`config.mk`:
```
export PLATFORM = sky130hd
export DESIGN_NAME = mem_port_arbiter_flat
export DESIGN_NICKNAME = d
export VERILOG_FILES = /design/src/rtl/mem_port_arbiter_pkg.sv /design/src/rtl/mem_port_arbiter_if.sv /design/src/rtl/mem_port_arbiter_watchdog.sv /design/src/rtl/mem_port_arbiter.sv /design/src/flat_wrapper.sv
export SDC_FILE = /design/constraint.sdc
export NUM_CORES = 1
export LEC_CHECK = 0
export CAP_MARGIN = 0
export CORE_UTILIZATION = 31
export DETAILED_ROUTE_END_ITERATION = 10
export PLACE_DENSITY = 0.72
export SETUP_SLACK_MARGIN = 0.05
export SYNTH_ARGS = -nofsm -noshare
export SYNTH_HDL_FRONTEND = slang
export SYNTH_HIERARCHICAL = 1
export SYNTH_SLANG_ARGS = --single-unit
```
`constraint.sdc`:
```
create_clock -name clk -period 2.11 [get_ports clk]
set_input_delay 0.211 -clock clk [delete_from_list [all_inputs] [get_ports clk]]
set_output_delay 0.211 -clock clk [all_outputs]
set_load 0.05 [all_outputs]
```
`src/rtl/mem_port_arbiter_pkg.sv`:
```
// Shared types and constants for the I/D memory port arbiter.
// Holds the FSM state type, the latched memory command and the starve-counter helper.
package mem_arb_pkg;

  typedef enum logic [1:0] {
    IDLE   = 2'd0,
    BUSY_I = 2'd1,
    BUSY_D = 2'd2
  } arb_state_t;

  localparam logic [31:0] DEADBEEF = 32'hDEAD_BEEF;

  typedef struct packed {
    logic        we;
    logic [31:0] addr;
    logic [31:0] wdata;
  } mem_cmd_t;

  localparam mem_cmd_t CMD_RESET = '{we: 1'b0, addr: 32'h0000_0000, wdata: 32'h0000_0000};

  function automatic logic [3:0] sat_inc4(input logic [3:0] val, input logic [3:0] lim);
    logic [3:0] res;
    if (val >= lim) begin
      res = lim;
    end else begin
      res = val + 4'd1;
    end
    return res;
  endfunction

endpackage

```
`src/rtl/mem_port_arbiter_if.sv`:
```
// Bundle of fetch, load/store, memory and status nets around the arbiter.
// slave = arbiter view, master = core pipeline plus memory view.
interface mem_port_arbiter_if;
  import mem_arb_pkg::*;

  logic        i_req;
  logic [31:0] i_addr;
  logic [31:0] i_rdata;
  logic        i_ready;
  logic        d_req;
  logic        d_we;
  logic [31:0] d_addr;
  logic [31:0] d_wdata;
  logic [31:0] d_rdata;
  logic        d_ready;
  logic        mem_req;
  logic        mem_we;
  logic [31:0] mem_addr;
  logic [31:0] mem_wdata;
  logic [31:0] mem_rdata;
  logic        mem_ack;
  logic        stallF;
  logic        stallM;
  logic        bus_err;

  modport slave (
    input  i_req, i_addr, d_req, d_we, d_addr, d_wdata, mem_rdata, mem_ack,
    output i_rdata, i_ready, d_rdata, d_ready, mem_req, mem_we, mem_addr, mem_wdata,
           stallF, stallM, bus_err
  );

  modport master (
    output i_req, i_addr, d_req, d_we, d_addr, d_wdata, mem_rdata, mem_ack,
    input  i_rdata, i_ready, d_rdata, d_ready, mem_req, mem_we, mem_addr, mem_wdata,
           stallF, stallM, bus_err
  );

endinterface

```
`src/rtl/mem_port_arbiter_watchdog.sv`:
```
// Busy-cycle watchdog: counts unacknowledged busy cycles and raises a sticky bus error.
// timeout is combinational so the arbiter can complete the stuck transaction in the same cycle.
module arb_watchdog
  import mem_arb_pkg::*;
#(
  parameter int TIMEOUT = 64
) (
  input  logic clk,
  input  logic reset,
  input  logic busy,
  input  logic ack,
  output logic timeout,
  output logic bus_err
);

  localparam int CW = $clog2(TIMEOUT + 1);
  localparam logic [CW-1:0] CNT_LIMIT = CW'(TIMEOUT);

  logic [CW-1:0] cnt_q, cnt_d;
  logic          bus_err_q, bus_err_d;
  logic          timeout_s;

  // Timeout detection and next-state for counter and sticky error
  always_comb begin
    timeout_s = busy & ~ack & (cnt_q == CNT_LIMIT);
    cnt_d     = '0;
    if (busy && !ack && !timeout_s) begin
      cnt_d = cnt_q + CW'(1);
    end else begin
      cnt_d = '0;
    end
    bus_err_d = bus_err_q | timeout_s;
  end

  // Counter and sticky error registers
  always_ff @(posedge clk or negedge reset) begin
    if (!reset) begin
      cnt_q     <= '0;
      bus_err_q <= 1'b0;
    end else begin
      cnt_q     <= cnt_d;
      bus_err_q <= bus_err_d;
    end
  end

  assign timeout = timeout_s;
  assign bus_err = bus_err_q;

endmodule

```
`src/rtl/mem_port_arbiter.sv`:
```
// Single-port memory arbiter between instruction fetch and load/store.
// D wins arbitration unless I has been passed over STARVE_LIMIT times in a row.
module mem_port_arbiter
  import mem_arb_pkg::*;
#(
  parameter int STARVE_LIMIT = 4,
  parameter int TIMEOUT      = 64
) (
  input logic            clk,
  input logic            reset,
  mem_port_arbiter_if.slave bus
);

  localparam logic [3:0] STARVE_MAX = 4'(STARVE_LIMIT);

  arb_state_t  state_q, state_d;
  mem_cmd_t    cmd_q, cmd_d;
  logic        mem_req_q, mem_req_d;
  logic [3:0]  starve_q, starve_d;

  logic        grant_i_s;
  logic        grant_d_s;
  logic        busy_s;
  logic        timeout_s;
  logic        bus_err_s;
  logic        i_ready_s;
  logic        d_ready_s;
  logic [31:0] rsp_data_s;
  logic [31:0] i_rdata_s;
  logic [31:0] d_rdata_s;

  assign busy_s = (state_q != IDLE);

  arb_watchdog #(.TIMEOUT(TIMEOUT)) u_watchdog (
    .clk     (clk),
    .reset   (reset),
    .busy    (busy_s),
    .ack     (bus.mem_ack),
    .timeout (timeout_s),
    .bus_err (bus_err_s)
  );

  // Arbitration and next-state logic
  always_comb begin
    state_d   = state_q;
    cmd_d     = cmd_q;
    mem_req_d = mem_req_q;
    starve_d  = starve_q;
    grant_i_s = bus.i_req & (~bus.d_req | (starve_q == STARVE_MAX));
    grant_d_s = bus.d_req & ~grant_i_s;
    case (state_q)
      IDLE: begin
        if (grant_d_s) begin
          cmd_d     = '{we: bus.d_we, addr: bus.d_addr, wdata: bus.d_wdata};
          mem_req_d = 1'b1;
          state_d   = BUSY_D;
          starve_d  = bus.i_req ? sat_inc4(starve_q, STARVE_MAX) : 4'd0;
        end else if (grant_i_s) begin
          cmd_d     = '{we: 1'b0, addr: bus.i_addr, wdata: 32'h0000_0000};
          mem_req_d = 1'b1;
          state_d   = BUSY_I;
          starve_d  = 4'd0;
        end else begin
          mem_req_d = 1'b0;
        end
      end
      BUSY_I, BUSY_D: begin
        // Command stays frozen until the memory answers or the watchdog gives up
        if (bus.mem_ack || timeout_s) begin
          mem_req_d = 1'b0;
          state_d   = IDLE;
        end else begin
          mem_req_d = 1'b1;
        end
      end
      default: begin
        mem_req_d = 1'b0;
        state_d   = IDLE;
      end
    endcase
  end

  // Arbiter state registers
  always_ff @(posedge clk or negedge reset) begin
    if (!reset) begin
      state_q   <= IDLE;
      cmd_q     <= CMD_RESET;
      mem_req_q <= 1'b0;
      starve_q  <= 4'd0;
    end else begin
      state_q   <= state_d;
      cmd_q     <= cmd_d;
      mem_req_q <= mem_req_d;
      starve_q  <= starve_d;
    end
  end

  // Completion pulses; a watchdog abort answers with the poison word
  always_comb begin
    rsp_data_s = bus.mem_ack ? bus.mem_rdata : DEADBEEF;
    i_ready_s  = 1'b0;
    d_ready_s  = 1'b0;
    if (state_q == BUSY_I) begin
      i_ready_s = bus.mem_ack | timeout_s;
    end else if (state_q == BUSY_D) begin
      d_ready_s = bus.mem_ack | timeout_s;
    end else begin
      i_ready_s = 1'b0;
      d_ready_s = 1'b0;
    end
    i_rdata_s = i_ready_s ? rsp_data_s : 32'h0000_0000;
    d_rdata_s = d_ready_s ? rsp_data_s : 32'h0000_0000;
  end

  assign bus.mem_req   = mem_req_q;
  assign bus.mem_we    = cmd_q.we;
  assign bus.mem_addr  = cmd_q.addr;
  assign bus.mem_wdata = cmd_q.wdata;
  assign bus.i_ready   = i_ready_s;
  assign bus.d_ready   = d_ready_s;
  assign bus.i_rdata   = i_rdata_s;
  assign bus.d_rdata   = d_rdata_s;
  assign bus.stallF    = bus.i_req & ~i_ready_s;
  assign bus.stallM    = bus.d_req & ~d_ready_s;
  assign bus.bus_err   = bus_err_s;

endmodule

```
`src/flat_wrapper.sv`:
```
// flat-port wrapper written by rule: the top's interface ports become plain ports
module mem_port_arbiter_flat import mem_arb_pkg::*;
#(
  parameter int STARVE_LIMIT = 4,
  parameter int TIMEOUT      = 64
)
  (clk, reset, bus_i_req, bus_i_addr, bus_d_req, bus_d_we, bus_d_addr, bus_d_wdata, bus_mem_rdata, bus_mem_ack, bus_i_rdata, bus_i_ready, bus_d_rdata, bus_d_ready, bus_mem_req, bus_mem_we, bus_mem_addr, bus_mem_wdata, bus_stallF, bus_stallM, bus_bus_err);
  mem_port_arbiter_if bus_i ();
  input logic clk;
  input logic reset;
  input wire logic [$bits(bus_i.i_req)-1:0] bus_i_req;
  input wire logic [$bits(bus_i.i_addr)-1:0] bus_i_addr;
  input wire logic [$bits(bus_i.d_req)-1:0] bus_d_req;
  input wire logic [$bits(bus_i.d_we)-1:0] bus_d_we;
  input wire logic [$bits(bus_i.d_addr)-1:0] bus_d_addr;
  input wire logic [$bits(bus_i.d_wdata)-1:0] bus_d_wdata;
  input wire logic [$bits(bus_i.mem_rdata)-1:0] bus_mem_rdata;
  input wire logic [$bits(bus_i.mem_ack)-1:0] bus_mem_ack;
  output wire logic [$bits(bus_i.i_rdata)-1:0] bus_i_rdata;
  output wire logic [$bits(bus_i.i_ready)-1:0] bus_i_ready;
  output wire logic [$bits(bus_i.d_rdata)-1:0] bus_d_rdata;
  output wire logic [$bits(bus_i.d_ready)-1:0] bus_d_ready;
  output wire logic [$bits(bus_i.mem_req)-1:0] bus_mem_req;
  output wire logic [$bits(bus_i.mem_we)-1:0] bus_mem_we;
  output wire logic [$bits(bus_i.mem_addr)-1:0] bus_mem_addr;
  output wire logic [$bits(bus_i.mem_wdata)-1:0] bus_mem_wdata;
  output wire logic [$bits(bus_i.stallF)-1:0] bus_stallF;
  output wire logic [$bits(bus_i.stallM)-1:0] bus_stallM;
  output wire logic [$bits(bus_i.bus_err)-1:0] bus_bus_err;
  assign bus_i.i_req = bus_i_req;
  assign bus_i.i_addr = bus_i_addr;
  assign bus_i.d_req = bus_d_req;
  assign bus_i.d_we = bus_d_we;
  assign bus_i.d_addr = bus_d_addr;
  assign bus_i.d_wdata = bus_d_wdata;
  assign bus_i.mem_rdata = bus_mem_rdata;
  assign bus_i.mem_ack = bus_mem_ack;
  assign bus_i_rdata = bus_i.i_rdata;
  assign bus_i_ready = bus_i.i_ready;
  assign bus_d_rdata = bus_i.d_rdata;
  assign bus_d_ready = bus_i.d_ready;
  assign bus_mem_req = bus_i.mem_req;
  assign bus_mem_we = bus_i.mem_we;
  assign bus_mem_addr = bus_i.mem_addr;
  assign bus_mem_wdata = bus_i.mem_wdata;
  assign bus_stallF = bus_i.stallF;
  assign bus_stallM = bus_i.stallM;
  assign bus_bus_err = bus_i.bus_err;
  mem_port_arbiter #(.STARVE_LIMIT(STARVE_LIMIT), .TIMEOUT(TIMEOUT)) u_core (.clk(clk), .reset(reset), .bus(bus_i));
endmodule
```
# After elaboration in Yosys (flattened, before gate mapping)
# Cells that the tools add are included.
dict set report word_totals {
  regBits 80
  in_bits 134
  output_inout_bits 135
}
dict set report op_classes {
  n_addsub 2
  magnitude_cmp 1
  eq_ne 6
  muxes 21
  bitwise 14
  reduce_logical 11
}
# op count
set op_table {}
lappend op_table {{$mux 65} 2}
lappend op_table {{$mux 32} 3}
lappend op_table {{$mux 4} 4}
lappend op_table {{$add 7x1->7 const B} 1}
lappend op_table {{$eq 7x7->1 const B} 1}
lappend op_table {{$mux 7} 1}
lappend op_table {{$and 1x1->1} 6}
lappend op_table {{$mux 1} 6}
lappend op_table {{$mux 2} 3}
lappend op_table {{$not 1->1} 5}
lappend op_table {{$add 4x1->4 const B} 1}
lappend op_table {{$eq 4x3->1 const B} 1}
lappend op_table {{$ge 4x3->1 const B} 1}
lappend op_table {{$pmux 2 s2} 1}
lappend op_table {{$reduce_and 2->1} 2}
lappend op_table {{$reduce_bool 2->1} 2}
lappend op_table {{$ne 3x1->1 const B} 1}
lappend op_table {{$or 1x1->1} 3}
lappend op_table {{$eq 2x1->1 const B} 1}
lappend op_table {{$eq 2x2->1 const B} 1}
lappend op_table {{$logic_and 1x1->1} 2}
lappend op_table {{$logic_not 1->1} 2}
lappend op_table {{$logic_not 2->1} 1}
lappend op_table {{$ne 2x1->1 const B} 1}
lappend op_table {{other kinds (3)} 3}

# Depth between registers and ports, before layout
dict set report logic_depth {
  ltp_word 8
  mapped_depth 12
  depth_no_buf 8
}

# Cells and area by module
# Netlist, hierarchy kept.
# module n_inst cells_each area_per_inst_um2 seq_area_each_um2
set by_module_without_submodules {}
lappend by_module_without_submodules {mem_port_arbiter 1 471 3987.6 1801.7}
lappend by_module_without_submodules {arb_watchdog 1 37 369.1 200.2}

# Worst setup path before layout
# Ideal clock, no wire load.
dict set report synth_path {
  path_type {flip-flop to output port}
  start {reg u_core.state_q[0]}
  end {out bus_d_rdata[10]}
  arrival_time_ns 2.576
  t_required_ns 1.899
  path_slack_ns -0.677
  stages_incl_launch_ff 13
  path_buffers 4
  cell_sequence {dfrtp_1 -> inv_1 -> ha_1 -> buf_2 -> buf_1 -> inv_1 -> nand2b_1 -> nor2_1 -> nor2_1 -> or3b_1 -> buf_2 -> buf_6 -> nor2_1}
}
dict set report synth_via {
  elab_chain_len 7
  elab_cells_between_ends 9
  classes_between {eq/ne (2); mux (3); bitwise (3); reduce/logical (1)}
}
# item line_no
set synth_rtl {}
lappend synth_rtl {{from (decl)} mem_port_arbiter.sv:16} ;# arb_state_t state_q, state_d;
lappend synth_rtl {{from (signal assigned)} mem_port_arbiter.sv:91} ;# state_q <= state_d;
lappend synth_rtl {{$reduce_bool 2->1} mem_port_arbiter.sv:32} ;# assign busy_s = (state_q != IDLE);
lappend synth_rtl {{named net u_core.busy_s} mem_port_arbiter.sv:23} ;# logic busy_s;
lappend synth_rtl {{$and 1x1->1 (2 in a row)} mem_port_arbiter_watchdog.sv:25} ;# timeout_s = busy & ~ack & (cnt_q == CNT_LIMIT);
lappend synth_rtl {{named net u_core.timeout_s} mem_port_arbiter.sv:24} ;# logic timeout_s;
lappend synth_rtl {{$or 1x1->1} mem_port_arbiter.sv:106} ;# d_ready_s = bus.mem_ack | timeout_s;
lappend synth_rtl {{$mux 1} mem_port_arbiter.sv:105} ;# end else if (state_q == BUSY_D) begin
lappend synth_rtl {{$mux 1} mem_port_arbiter.sv:103} ;# if (state_q == BUSY_I) begin
lappend synth_rtl {{$mux 32} mem_port_arbiter.sv:112} ;# d_rdata_s = d_ready_s ? rsp_data_s : 32'h0000_0000;
lappend synth_rtl {{to (decl)} flat_wrapper.sv:21} ;# output wire logic [$bits(bus_i.d_rdata)-1:0] bus_d_rdata;
# The timed path passes the listed nets, and every way through them passes these cells.

# Final worst setup path
dict set report layout_path {
  start {reg u_core.u_watchdog.cnt_q[3]}
  end {out bus_d_rdata[11]}
}
dict set report layout_via {
  elab_chain_len 6
}
# item line_no
set layout_rtl {}
lappend layout_rtl {{from (decl)} mem_port_arbiter_watchdog.sv:19} ;# logic [CW-1:0] cnt_q, cnt_d;
lappend layout_rtl {{from (signal assigned)} mem_port_arbiter_watchdog.sv:41} ;# cnt_q <= cnt_d;
lappend layout_rtl {{$eq 7x7->1} mem_port_arbiter_watchdog.sv:25}
lappend layout_rtl {{$and 1x1->1} mem_port_arbiter_watchdog.sv:25}
lappend layout_rtl {{named net u_core.timeout_s} mem_port_arbiter.sv:24}
lappend layout_rtl {{$or 1x1->1} mem_port_arbiter.sv:106}
lappend layout_rtl {{$mux 1} mem_port_arbiter.sv:105}
lappend layout_rtl {{$mux 1} mem_port_arbiter.sv:103}
lappend layout_rtl {{$mux 32} mem_port_arbiter.sv:112}
# The timed path passes the listed nets, and every way through them passes these cells.

==> impl_metrics.csv <==
group,metric,value,unit
status,status,"finished, violations left",
status,violations,"negative setup slack",
synth,ys_top_cells_by_count,"nand2_1 (136), dfrtp_1 (80), nor2_1 (57)",
synth,synth_top_cell_by_area,"dfrtp_1",
synth,synth_fp_nets,650,
critical_path,endpoint_kind,"output port",
final_layout,seqCellArea,2000,um^2
clock_tree,cts_root_buf,"clkbuf_16",
final_layout,utilization,66.2,%
sta,fin_crit_sh,119,%
final_layout,syn2layout_area_growth,104,%
global_routing,use_met1,25.5,%
placement,gp_congestion,0.850,
routing,viasPerCell,4.90,
clock_tree,cts_tree,"yes",
synth,synthesis.area,4360,um^2
clock_tree,numCtsBuffers,9,
sta,clock_skew,2.79,ps
global_routing,grt_pass1_wl,26.1,mm
synth,ys_ff_latch,80,
clock_tree,clock-sinks,80,
floorplanning,io_pins,269,
pwr,p_int,0.00635,W
floorplanning,rows,42,
sta,rsz0062_at_grt,"true",
floorplanning,dieArea,14500,um^2
job,max_cap_viol_count,0,
critical_path,start_kind,"register",
placement,dp_hpwl,12.3,mm
global_routing,grt_pass1_vias,5116,
sta,worstMarginPinSlew,553,ps
critical_path,critPathArrivalTime,2300,ps
critical_path,worstSetupPathType,"reg -> out",
pwr,switchingPower,0.00633,W
routing,dr.pass1.iters,4,
synth,synth_top_area_share,46.0,%
synth,synth.area.top_cells,"dfrtp_1 (46%), nand2_1 (12%), o211ai_2 (8.6%)",
pwr,cellLeakagePower,3.80,nW
sta,fin_hold_ws,331,ps
routing,dr.first_iter.drc_count,190,
global_routing,busiest_layer,"met2",
routing,routed_wl,16.8,mm
clock_tree,clkTransAtPathRegs,60,ps
clock_tree,h-tree-depth,3,
synth,postSynthCellCount,508,
sta,max_freq,398,MHz
final_layout,multi_input_area,2560,um^2
sta,layout_setup_ws,-400,ps
pwr,power_frac_seq,20.3,%
final_layout,drive_above_1_share,30.6,%
final_layout,fin_cells,982,
clock_tree,clkLatencyLatePin,330,ps
final_layout,post-route-cell-area,8910,um^2
clock_tree,cts_buffer_depth,2,
pwr,p_clk_share,12.3,%
routing,drc,0,
floorplanning,start_util,32.4,%
pwr,powerDensity,1420,nW/um^2
routing,wl_per_cell,17.1,um
sta,setup_viol,52,
final_layout,diodes,0,
pwr,p_sw_share,49.9,%
floorplanning,die_h,121,um
synth,synth.yosys.warnings,6,
floorplanning,core-area,13500,um^2
synth,yosysMostFrequentCell,"nand2_1",
final_layout,num-nets-final,943,
sta,final_hold_viol_count,0,
placement,place_inst,951,
global_routing,grtUsageMet3,4.76,%
pwr,peakVddDrop,0.976,mV
pwr,combPwrFrac,67.4,%
global_routing,grt_max_degree,51,
critical_path,cp_max_fo,12,
synth,avgSynthCellArea,8.58,um^2
hold_path,min_path_type,"in -> reg",
placement,io_buffers,268,
critical_path,cp_data_required_time,1900,ps
sta,slew_headroom,63.1,%
pwr,power,0.0127,W
synth,ys_types,36,
synth,synth_edf_count,0,
floorplanning,die_w,121,um
synth,synth_ff_type,"dfrtp_1",
global_routing,grt_usage,23.1,%
sta,period_minus_slack,2510,ps
global_routing,overflow,0,
global_routing,antenna_found_initial,0,
synth,ys_seq_area_share,46.0,%
global_routing,grt_use_met2,42.6,%
routing,route.vias.total,4812,
routing,final_antenna_net_count,0,
sta,slew_viol_final,0,
final_layout,fillers,1028,
synth,async_flop_share,100,%
placement,place_area,8170,um^2
-- power groups by stage --
stage | Sequential (W) | Combinational (W) | Clock (W)
CTS | 0.00258 | 0.00846 | 0.00159
finish | 0.00257 | 0.00855 | 0.00156
detailed placement | 0.00258 | 0.00818 | 0
global route | 0.00265 | 0.00897 | 0.00167
floorplan | 0.00469 | 0.00305 | 0
global placement | 0.00256 | 0.00802 | 0
-- kinds of logic after synthesis --
family / Yosys count / share of synthesized area [%]
and+or+nand+nor: 283 / 30.0
AOI/OAI and AO/OA: 81 / 15.2
DFF: 80 / 46.0
buffers and inverters: 53 / 5.97
adders and majority gates: 8 / 2.30
xor gates and xnor gates: 3 / 0.603
-- cell usage in the layout (no fill, tap or decap), types with 21 or more instances in the layout --
| cell | synthesis | layout |
|---|---|---|
| buf_12 | 0 | 52 |
| buf_4 | 2 | 40 |
| buf_6 | 5 | 21 |
| clkdlybuf4s50_1 | 0 | 198 |
| dfrtp_1 | 80 | 80 |
| nand2_1 | 136 | 136 |
| nand4_1 | 34 | 34 |
| nor2_4 | 0 | 49 |
| nor2b_1 | 24 | 24 |
| o211ai_2 | 30 | 30 |
| o21ai_0 | 34 | 34 |
-- stage by stage --
stage / setup TNS (ps) / worst slack, ps
finish: -14210 / -400
global route: -20090 / -508
CTS: -15720 / -449
detailed placement: -6600 / -248
global placement: -4700 / -178
floorplan: -7020 / -230
-- repair_timing --
| action | in CTS | in global routing |
|---|---|---|
| hold buffers | 1 | 0 |
| setup buffers | 5 | 8 |
| setup endpoints to repair | 60 | 60 |
| pin swaps | 6 | 5 |
| gates resized for setup | 50 | 22 |
| cloned | 2 | 0 |
| endpoints found under the hold margin | 40 | 0 |
-- per-layer routing --
| metal | up-vias | routed length, um | part of all wire (%) |
|---|---|---|---|
| met2 | 186 | 8880 | 53 |
| met1 | 2314 | 6500 | 39 |
| met4 | 0 | 467 | 2.8 |
| li1 | 2282 | - | - |
| met3 | 30 | 972 | 5.8 |
| met5 | - | 0 | 0 |
-- worst max-delay path: stages, from the launching register on --
cell and delay (ps):
dfrtp_1 410, nor4_4 340, nand3_2 140, nor2_4 130
nor2_2 40, or3b_4 430, buf_16 200, nor2_4 130
buf_12 150
-- final cells by class --
cell class              instances  share of cell area [%]
multi-input cells             375                    28.8
clock inverters                 3                   0.450
repair buffers                325                    42.4
clock buffers                  13                    2.92
flip-flops and latches         80                    22.5
inverters                      10                   0.464
well taps                     176                    2.47
-- sequential cells by signal, indices dropped and copies added, names as in the netlist --
signal / cells
u_core/bus.mem_wdata: 32
u_core/starve_q: 4
u_core/bus.mem_we: 1
u_core/bus.mem_req: 1
u_core/bus.mem_addr: 32
u_core/u_watchdog/cnt_q: 7
u_core/u_watchdog/bus_err: 1
u_core/state_q: 2
-- worst paths after layout --
| check | from | end | slack [ps] | cells after the start |
|---|---|---|---|---|
| max | u_core/u_watchdog/cnt_q[3] | bus_d_rdata[11] | -400 | 8 |
| min | bus_d_req | u_core/starve_q[2] | 330 | 3 |
| max reg2reg | u_core/state_q[1] | u_core/bus.mem_addr[6] | 260 | 7 |
| min reg2reg | u_core/bus.mem_wdata[25] | u_core/bus.mem_wdata[25] | 470 | 2 |
| max in group asynchronous | reset | u_core/bus.mem_addr[31] | 1110 | 3 |
| min in group asynchronous | reset | u_core/bus.mem_addr[6] | 400 | 2 |
Power figures use the tool's default switching activity.
